## src/rtl/alu_mdu_pkg.sv

```systemverilog
// rtl/alu_mdu_pkg.sv - op codes and state encoding shared by the multiply/divide unit
package alu_mdu_pkg;

    localparam logic [2:0] MDU_MULT  = 3'd0;
    localparam logic [2:0] MDU_MULTU = 3'd1;
    localparam logic [2:0] MDU_DIV   = 3'd2;
    localparam logic [2:0] MDU_DIVU  = 3'd3;
    localparam logic [2:0] MDU_MTHI  = 3'd4;
    localparam logic [2:0] MDU_MTLO  = 3'd5;

    typedef enum logic [1:0] {
        ST_IDLE = 2'd0,
        ST_MUL  = 2'd1,
        ST_DIV  = 2'd2,
        ST_FIX  = 2'd3
    } mdu_state_t;

endpackage

```

## src/rtl/mdu_divstep.sv

```systemverilog
// rtl/mdu_divstep.sv - one restoring radix-2 division step (trial subtract and select)
module mdu_divstep #(
    parameter int WIDTH = 32
) (
    input  logic [WIDTH-1:0] rem,
    input  logic             bit_in,
    input  logic [WIDTH-1:0] divisor,
    output logic [WIDTH-1:0] rem_out,
    output logic             q_bit
);

    logic [WIDTH:0] shifted;
    logic [WIDTH:0] trial;

    // rem < divisor on entry, so the shifted value is below 2*divisor and the
    // restored remainder always fits in WIDTH bits.
    always_comb begin
        shifted = {rem, bit_in};
        trial   = shifted - {1'b0, divisor};
        q_bit   = ~trial[WIDTH];
        rem_out = q_bit ? trial[WIDTH-1:0] : shifted[WIDTH-1:0];
    end

endmodule

```

## src/rtl/alu_mdu.sv

```systemverilog
// rtl/alu_mdu.sv - iterative multiply/divide unit with architectural HI/LO registers
module alu_mdu
    import alu_mdu_pkg::*;
#(
    parameter  int WIDTH = 32,
    localparam int CNT_W = $clog2(WIDTH) + 1
) (
    input  logic             clk,
    input  logic             rst,
    input  logic             start,
    input  logic [2:0]       op,
    input  logic [WIDTH-1:0] a,
    input  logic [WIDTH-1:0] b,
    input  logic             cancel,
    output logic             busy,
    output logic             done,
    output logic             div_zero,
    output logic [WIDTH-1:0] hi,
    output logic [WIDTH-1:0] lo
);

    mdu_state_t         state;
    logic [2*WIDTH-1:0] acc;
    logic [WIDTH-1:0]   opb;
    logic [CNT_W-1:0]   cnt;
    logic               is_div;
    logic               is_signed;
    logic               sign_a;
    logic               sign_b;
    logic               dz;

    logic               op_signed;
    logic [WIDTH-1:0]   a_mag;
    logic [WIDTH-1:0]   b_mag;
    logic [WIDTH:0]     mul_sum;
    logic [2*WIDTH-1:0] mul_next;
    logic [WIDTH-1:0]   div_rem;
    logic               div_qbit;
    logic [2*WIDTH-1:0] div_next;
    logic [2*WIDTH-1:0] prod_fix;
    logic [WIDTH-1:0]   quot_fix;
    logic [WIDTH-1:0]   rem_fix;

    always_comb begin
        op_signed = (op == MDU_MULT) || (op == MDU_DIV);
        a_mag     = (op_signed && a[WIDTH-1]) ? -a : a;
        b_mag     = (op_signed && b[WIDTH-1]) ? -b : b;
    end

    // Multiply: acc holds {partial product, remaining multiplier bits}.
    always_comb begin
        mul_sum  = {1'b0, acc[2*WIDTH-1:WIDTH]} + (acc[0] ? {1'b0, opb} : '0);
        mul_next = {mul_sum, acc[WIDTH-1:1]};
    end

    // Divide: acc holds {remainder, dividend bits shifting into quotient}.
    mdu_divstep #(.WIDTH(WIDTH)) u_divstep (
        .rem     (acc[2*WIDTH-1:WIDTH]),
        .bit_in  (acc[WIDTH-1]),
        .divisor (opb),
        .rem_out (div_rem),
        .q_bit   (div_qbit)
    );

    always_comb begin
        div_next = {div_rem, acc[WIDTH-2:0], div_qbit};
        prod_fix = (is_signed && (sign_a ^ sign_b)) ? -acc : acc;
        quot_fix = (is_signed && (sign_a ^ sign_b)) ? -acc[WIDTH-1:0] : acc[WIDTH-1:0];
        rem_fix  = (is_signed && sign_a) ? -acc[2*WIDTH-1:WIDTH] : acc[2*WIDTH-1:WIDTH];
    end

    always_ff @(posedge clk) begin
        if (rst) begin
            state     <= ST_IDLE;
            hi        <= '0;
            lo        <= '0;
            busy      <= 1'b0;
            done      <= 1'b0;
            div_zero  <= 1'b0;
            acc       <= '0;
            opb       <= '0;
            cnt       <= '0;
            is_div    <= 1'b0;
            is_signed <= 1'b0;
            sign_a    <= 1'b0;
            sign_b    <= 1'b0;
            dz        <= 1'b0;
        end else begin
            done     <= 1'b0;
            div_zero <= 1'b0;
            if (cancel) begin
                state <= ST_IDLE;
                busy  <= 1'b0;
            end else begin
                case (state)
                    ST_IDLE: begin
                        if (start) begin
                            case (op)
                                MDU_MTHI: hi <= a;
                                MDU_MTLO: lo <= a;
                                MDU_MULT, MDU_MULTU: begin
                                    state     <= ST_MUL;
                                    busy      <= 1'b1;
                                    is_div    <= 1'b0;
                                    is_signed <= op_signed;
                                    sign_a    <= op_signed & a[WIDTH-1];
                                    sign_b    <= op_signed & b[WIDTH-1];
                                    acc       <= {{WIDTH{1'b0}}, b_mag};
                                    opb       <= a_mag;
                                    cnt       <= CNT_W'(WIDTH);
                                    dz        <= 1'b0;
                                end
                                MDU_DIV, MDU_DIVU: begin
                                    state     <= (b == '0) ? ST_FIX : ST_DIV;
                                    busy      <= 1'b1;
                                    is_div    <= 1'b1;
                                    is_signed <= op_signed;
                                    sign_a    <= op_signed & a[WIDTH-1];
                                    sign_b    <= op_signed & b[WIDTH-1];
                                    acc       <= {{WIDTH{1'b0}}, a_mag};
                                    opb       <= b_mag;
                                    cnt       <= CNT_W'(WIDTH);
                                    dz        <= (b == '0);
                                end
                                default: ;
                            endcase
                        end
                    end
                    ST_MUL: begin
                        acc <= mul_next;
                        cnt <= cnt - 1'b1;
                        if (cnt == CNT_W'(1))
                            state <= ST_FIX;
                    end
                    ST_DIV: begin
                        acc <= div_next;
                        cnt <= cnt - 1'b1;
                        if (cnt == CNT_W'(1))
                            state <= ST_FIX;
                    end
                    ST_FIX: begin
                        state    <= ST_IDLE;
                        busy     <= 1'b0;
                        done     <= 1'b1;
                        div_zero <= dz;
                        // A zero divisor leaves HI/LO untouched; only the flag reports it.
                        if (!dz) begin
                            if (is_div) begin
                                hi <= rem_fix;
                                lo <= quot_fix;
                            end else begin
                                hi <= prod_fix[2*WIDTH-1:WIDTH];
                                lo <= prod_fix[WIDTH-1:0];
                            end
                        end
                    end
                    default: state <= ST_IDLE;
                endcase
            end
        end
    end

endmodule

```

## config.mk

```make
export PLATFORM = sky130hd
export DESIGN_NAME = alu_mdu
export DESIGN_NICKNAME = d
export VERILOG_FILES = /design/src/rtl/alu_mdu_pkg.sv /design/src/rtl/mdu_divstep.sv /design/src/rtl/alu_mdu.sv
export SDC_FILE = /design/constraint.sdc
export NUM_CORES = 1
export LEC_CHECK = 0
export CORE_MARGIN = 8
export CORE_UTILIZATION = 59
export DETAILED_ROUTE_END_ITERATION = 7
export GPL_TIMING_DRIVEN = 0
export PLACE_DENSITY_LB_ADDON = 0.2
export SLEW_MARGIN = 20
export SYNTH_ARGS = -nofsm -noshare
export SYNTH_HDL_FRONTEND = slang
export SYNTH_SLANG_ARGS = --single-unit
export TNS_END_PERCENT = 30
```

## constraint.sdc

```tcl
create_clock -name clk -period 4.1 [get_ports clk]
set_input_delay 1.23 -clock clk [delete_from_list [all_inputs] [get_ports clk]]
set_output_delay 1.23 -clock clk [all_outputs]
set_load 0.02 [all_outputs]
```

# Word-level counts from Yosys, hierarchy flattened
# Index checks and enable logic that the tools add are counted.
classes:
  n_mux: 35
  n_bitwise: 6
  n_eq_ne: 16
  add_sub_neg: 8
  reduce_logical: 26
ops:
  columns: ["op", "n"]
  rows:
  - ["two-way mux 32 bit", 14]
  - ["case mux 32 bit (2 select lines)", 3]
  - ["case mux 64 bit (3 select lines)", 1]
  - ["two-way mux 64 bit", 2]
  - ["negation 32 bit", 4]
  - ["case mux 64 bit (2 select lines)", 1]
  - ["negation 64 bit", 1]
  - ["adder 32 x 32 -> 33 bit", 1]
  - ["subtractor 33 x 32 -> 33 bit", 1]
  - ["logical NOT 32 bit", 1]
  - ["AND reduction 4 bit", 4]
  - ["two-way mux 6 bit", 2]
  - ["case mux 6 bit (2 select lines)", 1]
  - ["AND reduction 5 bit", 2]
  - ["OR reduction 2 bit", 4]
  - ["equality test 3 x 2 -> 1 bit (second input constant)", 2]
  - ["equality test 3 bit (second input constant)", 2]
  - ["equality test 6 x 1 -> 1 bit (second input constant)", 1]
  - ["!= test 2 x 1 -> 1 bit (second input constant)", 3]
  - ["!= test 2 bit (second input constant)", 3]
  - ["case mux 1 bit (2 select lines)", 3]
  - ["case mux 2 bit (3 select lines)", 1]
  - ["AND reduction 3 bit", 2]
  - ["nonzero test 2 bit", 3]
  - ["18 further kinds", 29]
totals:
  elab_cells: 105
  register_bits: 176
  output_inout_bits: 67

# Longest topological paths before layout
# Gate-level depths: netlist (run 1).
depth:
  word_depth: 7
  depth_mapped: 14
  mapped_depth_nobuf: 13

# Cells and area by module
# Synthesis (run 1) repeated with hierarchy kept, for this count alone.
hier_totals:
  hier_cells: 2130
  area_unflattened_um2: 15687.5
by_module_without_submodules:
  columns: ["mod", "area_per_inst_um2", "seq_area_each_um2", "instances", "cells_each"]
  rows:
  - ["alu_mdu", 13370.3, 3523.4, 1, 1821]
  - ["mdu_divstep", 2317.2, 0.0, 1, 309]

# Least setup slack after synthesis (run 1)
# OpenSTA, ideal clock, no wires.
synth_timing:
  path_kind: "input port to flip-flop"
  start: "in b[7]"
  end: "reg acc[28]"
  setup_slack_ns: 0.589
  required_time_ns: 4.014
  cell_stages: 8
  setup_ns: 0.086
  arrival_ns: 3.426
  path_cell_list: "or4_4 -> or3_4 -> nor4_4 -> nand3_1 -> o31ai_1 -> xor2_1 -> a211o_1 -> a211oi_1"
synth_via:
  elab_chain_len: 5
synth_lines:
  columns: ["item", "line", "rtl"]
  rows:
  - ["start: declaration", "alu_mdu.sv:13", "input logic [WIDTH-1:0] b,"]
  - ["negation 32 bit", "alu_mdu.sv:47", "b_mag = (op_signed && b[WIDTH-1]) ? -b : b;"]
  - ["two-way mux 32 bit", "alu_mdu.sv:47", null]
  - ["case mux 64 bit (2 select lines)", "alu_mdu.sv:98", "case (op)"]
  - ["two-way mux 64 bit", "alu_mdu.sv:97", "if (start) begin"]
  - ["case mux 64 bit (3 select lines)", "alu_mdu.sv:95", "case (state)"]
  - ["end signal: assignment", "alu_mdu.sv:108", "acc <= {{WIDTH{1'b0}}, b_mag};"]
  - ["end signal: assignment", "alu_mdu.sv:120", "acc <= {{WIDTH{1'b0}}, a_mag};"]
  - ["end signal: assignment", "alu_mdu.sv:130", "acc <= mul_next;"]
  - ["end: declaration", "alu_mdu.sv:23", "logic [2*WIDTH-1:0] acc;"]
# No other way between the ends. The select of a mux whose other input is x is not followed.
# A chain may end at the register's enable or synchronous reset.

# Worst setup path after layout (run 1)
layout_timing:
  start: "in op[2]"
  end: "reg acc[60]"
layout_via:
  elab_chain_len: 4
  elab_cells_between_ends: 8
layout_lines:
  columns: ["item", "line", "rtl"]
  rows:
  - ["start: declaration", "alu_mdu.sv:11", "input logic [2:0] op,"]
  - ["equality test 3 x 2 -> 1 bit, or another cell as far along", "alu_mdu.sv:98", null]
  - ["OR reduction 2 bit", null, null]
  - ["!= test 3 x 1 -> 1 bit (no source line) (*)", null, null]
  - ["AND reduction 4 bit (no source line) (*)", null, null]
# Every way passes the cells marked *; elsewhere a longest branch is shown, timed or not.

==> reports/results.ini, run 1 <==
[outcome]
status = finished with violations
violations = DRC, setup timing

[yosys]
synth_most_common_cell = a21oi_1
synth_commonest_cells = 265 x a21oi_1, 253 x nor2_1, 212 x nand2_1, 176 x dfxtp_1, 125 x clkbuf_1
ys_ff_latch = 176
synthCells = 2075
postSynth.asyncResetShare_pct = 0
syn_area_mm2 = 0.01487
synth.distinct_cells = 78
synth_edf_count = 0
ys_top_cells_by_area = dfxtp_1 24%, a21oi_1 8.9%, nor2_1 6.4%, ha_1 6.3%, nand2_1 5.4%
synth_top_area_cell = dfxtp_1
synth_top_area_share_pct = 23.69
synth-xor-area-share_pct = 10.01
synth_ff_type = dfxtp_1
ys_seq_area_share_pct = 23.69
synth_top_family_by_area = compound AO/OA/AOI/OAI gates
synthMuxAreaShare_pct = 1.960
synth.avg_cell_area_um2 = 7.167
yosys.area_share.simple_pct = 21.37
syn_nets = 2223
yosys_warnings = 0
synth_compound_area_share_pct = 30.73
synthAdderAreaFrac_pct = 6.579

[power]
p_per_area_mw_per_mm2 = 300.1
vdd_drop_max_mv = 0.2791
power_leakage_nw = 6.739

[routing]
firstDrtPassIters = 8
route.detailed.drc = 3
viasPerCell = 6.809
vias = 17527
wirelength_mm = 63.70
drtIter0Drc = 3029
avgRoutedWirePerCell_um = 24.75
drtAntennaViolNets = 0

[global_route]
grt_pass1_vias = 16230
grt_usage_pct = 39.82
grt_pass1_wl_mm = 95.31
antenna_found_initial = 2
grt_max_degree = 17
overflow = 0

[clocking]
cts.clk_slew.worst_paths_ns = 0.08
cts_buffer_depth = 2
tritoncts = yes
numCtsBuffers = 17
clock-sinks = 176
cts_root_buffer = clkbuf_16
insertion_delay_ns = 0.45
htreeDepth = 4

[critical_path]
path_class = input port to flop
worstSetupEndpointType = flop
r2r_cells = 14
arrival_ns = 4.56
crit_fanout = 10
critPathLaunchType = input port
worst_ep_required_time_ns = 4.48

[floorplanning]
die_h_um = 174.8
rows = 58
die-area_mm2 = 0.03054
ios = 138
initial_core_util_pct = 59.57
core_mm2 = 0.02496
die_w_um = 174.8

[placed_design]
dp_hpwl_mm = 50.61
port_buffers = 133
gp_congestion = 1.062
pre_cts_slack_ns = -0.5828

[job]
drv_cap = 0

[sta]
fmax_mhz = 239.4
setup_viol = 2
maxSlewHeadroom_pct = 33.69
setup_ws_ns = -0.07758
hold_violations = 0
grt_setup_unrepaired = true
fin_crit_ns = 4.178
clock-skew-final_ns = 0.01379
fin_crit_sh_pct = 101.9
tightest_slew_ns = 0.9946
final-max-slew-violation-count = 0

[cells_and_area]
fin_nets = 2380
layout-drive-gt1-share_pct = 4.367
diodes = 0
utilization_pct = 69.71
area_growth_pct = 17.02

[min_path]
hp-class = flop to flop
min_path_cells = 2

[registers in the layout, summed over array words and instances (netlist names)]
name	count
done	1
div_zero	1
lo	32
busy	1
acc	64
opb	32
dz	1
is_signed	1
cnt	6
hi	32
sign_b	1
state	2
sign_a	1
is_div	1
[critical path, stage by stage]
cell	delay [ns]
clkdlybuf4s50_1	0.74
o21ai_0	0.25
and2_1	0.20
clkbuf_1	0.27
nor2_1	0.27
clkbuf_1	0.58
clkbuf_1	0.64
a22oi_1	0.25
o21ai_1	0.11
[worst paths after layout]
check	slack (ns)	start	end
setup / recovery	-0.08	op[2]	acc[60]$_SDFFE_PP0P_
hold / removal	0.45	hi[18]$_SDFFE_PP0P_	hi[18]$_SDFFE_PP0P_
setup reg to reg	0.19	acc[0]$_SDFFE_PP0P_	acc[62]$_SDFFE_PP0P_
hold reg to reg	0.45	hi[18]$_SDFFE_PP0P_	hi[18]$_SDFFE_PP0P_
[power breakdown]
part           internal (mW)  leakage, nW  switching [mW]
Sequential              1.78         1.43          0.0708
Combinational          0.526         5.01           0.999
Clock                   1.04        0.305           0.810
[layout make-up]
type / count / area (um2)
Multi-Input combinational cell: 1681 / 10620
Fill cell: 2116 / 7561
Sequential cell: 176 / 3523
Timing Repair Buffer: 138 / 1371
Buffer: 149 / 585.6
Clock buffer: 18 / 429.2
Tap cell: 330 / 412.9
Inverter: 69 / 259.0
Clock inverter: 13 / 202.7
[cells by family (layout without fill, tap and decap cells)]
family | after synthesis | count (layout)
buf+inv | 218 | 387
simple gates | 682 | 682
fa+ha+maj | 77 | 77
compound gates | 723 | 723
mux | 29 | 29
xor+xnor | 170 | 170
flops | 176 | 176
[layout by cell type, fill, tap and decap left out, types with 35 or more instances in the layout]
cell type	instances
nor2_1	252
a21o_1	41
xnor2_1	80
o211ai_1	48
a22oi_1	35
clkbuf_1	123
dfxtp_1	176
clkdlybuf4s50_1	132
nor3_1	48
xor2_1	86
a21oi_1	265
inv_1	69
ha_1	75
a211oi_1	73
nand2_1	212
o21ai_0	92
[repair_timing]
item | in CTS | in global routing
gates resized for setup | 6 | 17
gates cloned | 0 | 0
setup endpoints to repair | 9 | 24
hold buffers | 0 | 0
pin swaps | 0 | 4
buffers inserted | 0 | 5
[layer usage]
layer  part of all wire [%]  up-vias  global-route usage [%]
li1                       -     7776                       -
met1                     39     8128                   51.55
met2                     41     1340                   57.99
met3                     15      281                   12.73
met4                    5.9        2                   21.16
met5                  0.022        -                       0
[stage by stage]
| stage | setup TNS [ns] | cell area (um2) | std cells | hold slack [ns] | power [mW] |
|---|---|---|---|---|---|
| after detailed placement | -13.50 | 16620 | 2538 | 0.4396 | 3.312 |
| after global routing | -0.07019 | 17400 | 2574 | 0.4684 | 5.342 |
| final | -0.07871 | 17400 | 2574 | 0.4526 | 5.222 |
| after floorplan | 0 | 14870 | 2075 | 0.4319 | 2.772 |
| after global placement | -12.20 | 16620 | 2538 | 0.4305 | 3.283 |
| after CTS | 0 | 17280 | 2569 | 0.4524 | 5.092 |
No activity file was read; power rests on OpenSTA's default activity.
==> run 2: changes to the inputs <==
--- a/config.mk
+++ b/config.mk
@@ -6,8 +6,9 @@
 export NUM_CORES = 1
 export LEC_CHECK = 0
 export CORE_MARGIN = 8
-export CORE_UTILIZATION = 59
+export CORE_UTILIZATION = 60
 export DETAILED_ROUTE_END_ITERATION = 7
+export DONT_BUFFER_PORTS = 1
 export GPL_TIMING_DRIVEN = 0
 export PLACE_DENSITY_LB_ADDON = 0.2
 export SLEW_MARGIN = 20
==> reports/results.ini, run 2 (synthesis results as in run 1) <==
[outcome]
status = finished with violations
violations = setup timing

[global_route]
overflow = 0
grt_max_degree = 19
grt_pass1_vias = 15374
grt_pass1_wl_mm = 92.61
grt_usage_pct = 39.44
antenna_found_initial = 2

[critical_path]
path_class = flop to flop
worst_ep_required_time_ns = 4.41
rrSetupSlack_ns = -0.02
arrival_ns = 4.44
critPathLaunch = acc[0]$_SDFFE_PP0P_
critPathLaunchType = flop
r2r_start = acc[0]$_SDFFE_PP0P_
crit_fanout = 10
worstSetupEndpointType = flop

[sta]
tns_ns = -0.02371
setup_viol = 1
setup_ws_ns = -0.02371
hold_violations = 0
fin_crit_ns = 4.124
holdWs_ns = 0.4556
maxSlewHeadroom_pct = 42.15
clock-skew-final_ns = 0.01167
fmax_mhz = 242.5
grt_setup_unrepaired = true
fin_crit_sh_pct = 100.6
tightest_slew_ns = 0.8677
final-max-slew-violation-count = 0

[routing]
drt-met1-wl_mm = 24.43
avgRoutedWirePerCell_um = 25.55
met2_length_mm = 25.30
drtIter0Drc = 2381
vias = 16775
drtAntennaViolNets = 0
wirelength_mm = 62.16
top_layer_used = met5
dr_wl_met3_mm = 9.508
firstDrtPassIters = 6
route.detailed.drc = 0
viasPerCell = 6.895

[cells_and_area]
regMostFlops = acc
area_growth_pct = 6.890
utilization_pct = 65.37
layout-drive-gt1-share_pct = 4.032
multi_input_area_mm2 = 0.01052
fin_nets = 2243
fillers = 2226
ff_latch_area_mm2 = 0.003523
layout_commonest_cell = a21oi_1
final_cell_mix = 265 x a21oi_1, 253 x nor2_1, 212 x nand2_1
largest_reg_flops = 64

[clocking]
clock-sinks = 176
cts_root_buffer = clkbuf_16
htreeDepth = 4
cts.clk_slew.worst_paths_ns = 0.08
cts_buffer_depth = 2
insertion_delay_ns = 0.45
numCtsBuffers = 17
tritoncts = yes

[power]
p_clk_share_pct = 35.2
p_int_mw = 3.079
p_switching_mw = 1.868
vdd_drop_max_mv = 0.2622
comb_power_share_pct = 26.6
p_per_area_mw_per_mm2 = 311.2
total_power_mw = 4.947
power_leakage_nw = 6.175
seqPwrFrac_pct = 38.1
p_sw_share_pct = 37.75

[placed_design]
dp_hpwl_mm = 49.18
gp_congestion = 1.095
port_buffers = 0
pre_cts_slack_ns = -0.04382

[min_path]
hp-class = flop to flop
hp-start = opb[28]$_SDFFE_PP0P_

[floorplanning]
die_w_um = 173.4
core_mm2 = 0.02432
rows = 57
ios = 138
initial_core_util_pct = 61.15
die-area_mm2 = 0.03008
die_h_um = 173.4

[job]
drv_cap = 0

[run 2: changes by cell type in the layout (fill, tap and decap cells not counted), moves of 3 or more]
| cell | delta |
|---|---|
| nor4_1 | +3 |
| clkdlybuf4s50_1 | -132 |
| buf_4 | -4 |
| bufinv_16 | -3 |
[run 2: cell type report]
type / count / area share, %
repair buffers: 1 / 0.04723
clock buffers: 17 / 2.676
multi-input cells: 1681 / 66.16
diodes: 1 / 0.01574
clock inverters: 15 / 1.078
flip-flops and latches: 176 / 22.16
well taps: 324 / 2.550
inverters: 69 / 1.629
plain buffers: 149 / 3.676
[run 2: per-stage QoR]
stage,area (um2),cells
3_3_place_gp,15280,2399
3_5_place_dp,15280,2399
4_1_cts,15880,2432
6_report,15900,2433
5_1_grt,15890,2432
2_1_floorplan,14870,2075
[run 2: per-layer routing]
| layer | vias up | track usage [%] |
|---|---|---|
| met3 | 205 | 14.14 |
| met4 | 2 | 18.54 |
| met1 | 7859 | 51.54 |
| met5 | - | 0 |
| li1 | 7503 | - |
| met2 | 1206 | 56.76 |
[run 2: worst paths after layout]
kind | to | cells past startpoint
max | hi[12]$_SDFFE_PP0P_ | 13
min | opb[28]$_SDFFE_PP0P_ | 2
max reg2reg | hi[12]$_SDFFE_PP0P_ | 13
min reg2reg | opb[28]$_SDFFE_PP0P_ | 2
[run 2: power groups by stage]
stage	registers, mW	logic [mW]	clock network (mW)
floorplan	1.89	0.879	0
global placement	1.92	1.23	0
detailed placement	1.92	1.25	0
CTS	1.88	1.26	1.71
global route	1.89	1.41	1.78
finish	1.89	1.32	1.74
[run 2: critical path, cell delays in order (launching register included)]
cell      delay [ns]
dfxtp_1         0.45
inv_1           0.24
clkbuf_1        0.63
ha_1            0.33
inv_1           0.08
nor4_2          0.55
and3_1          0.24
buf_4           0.16
a211o_1         0.25
a21oi_1         0.17
xnor2_1         0.53
a211oi_1        0.15
a21oi_1         0.15
nor2_1          0.05
[run 2: timing repair]
| action | in CTS | in global routing |
|---|---|---|
| setup buffers | 1 | 0 |
| hold buffers | 0 | 0 |
| pin swaps | 1 | 0 |
| setup endpoints to repair | 12 | 22 |
| hold endpoints to repair | 0 | 0 |
| gates resized for setup | 1 | 5 |
| cloned | 0 | 0 |
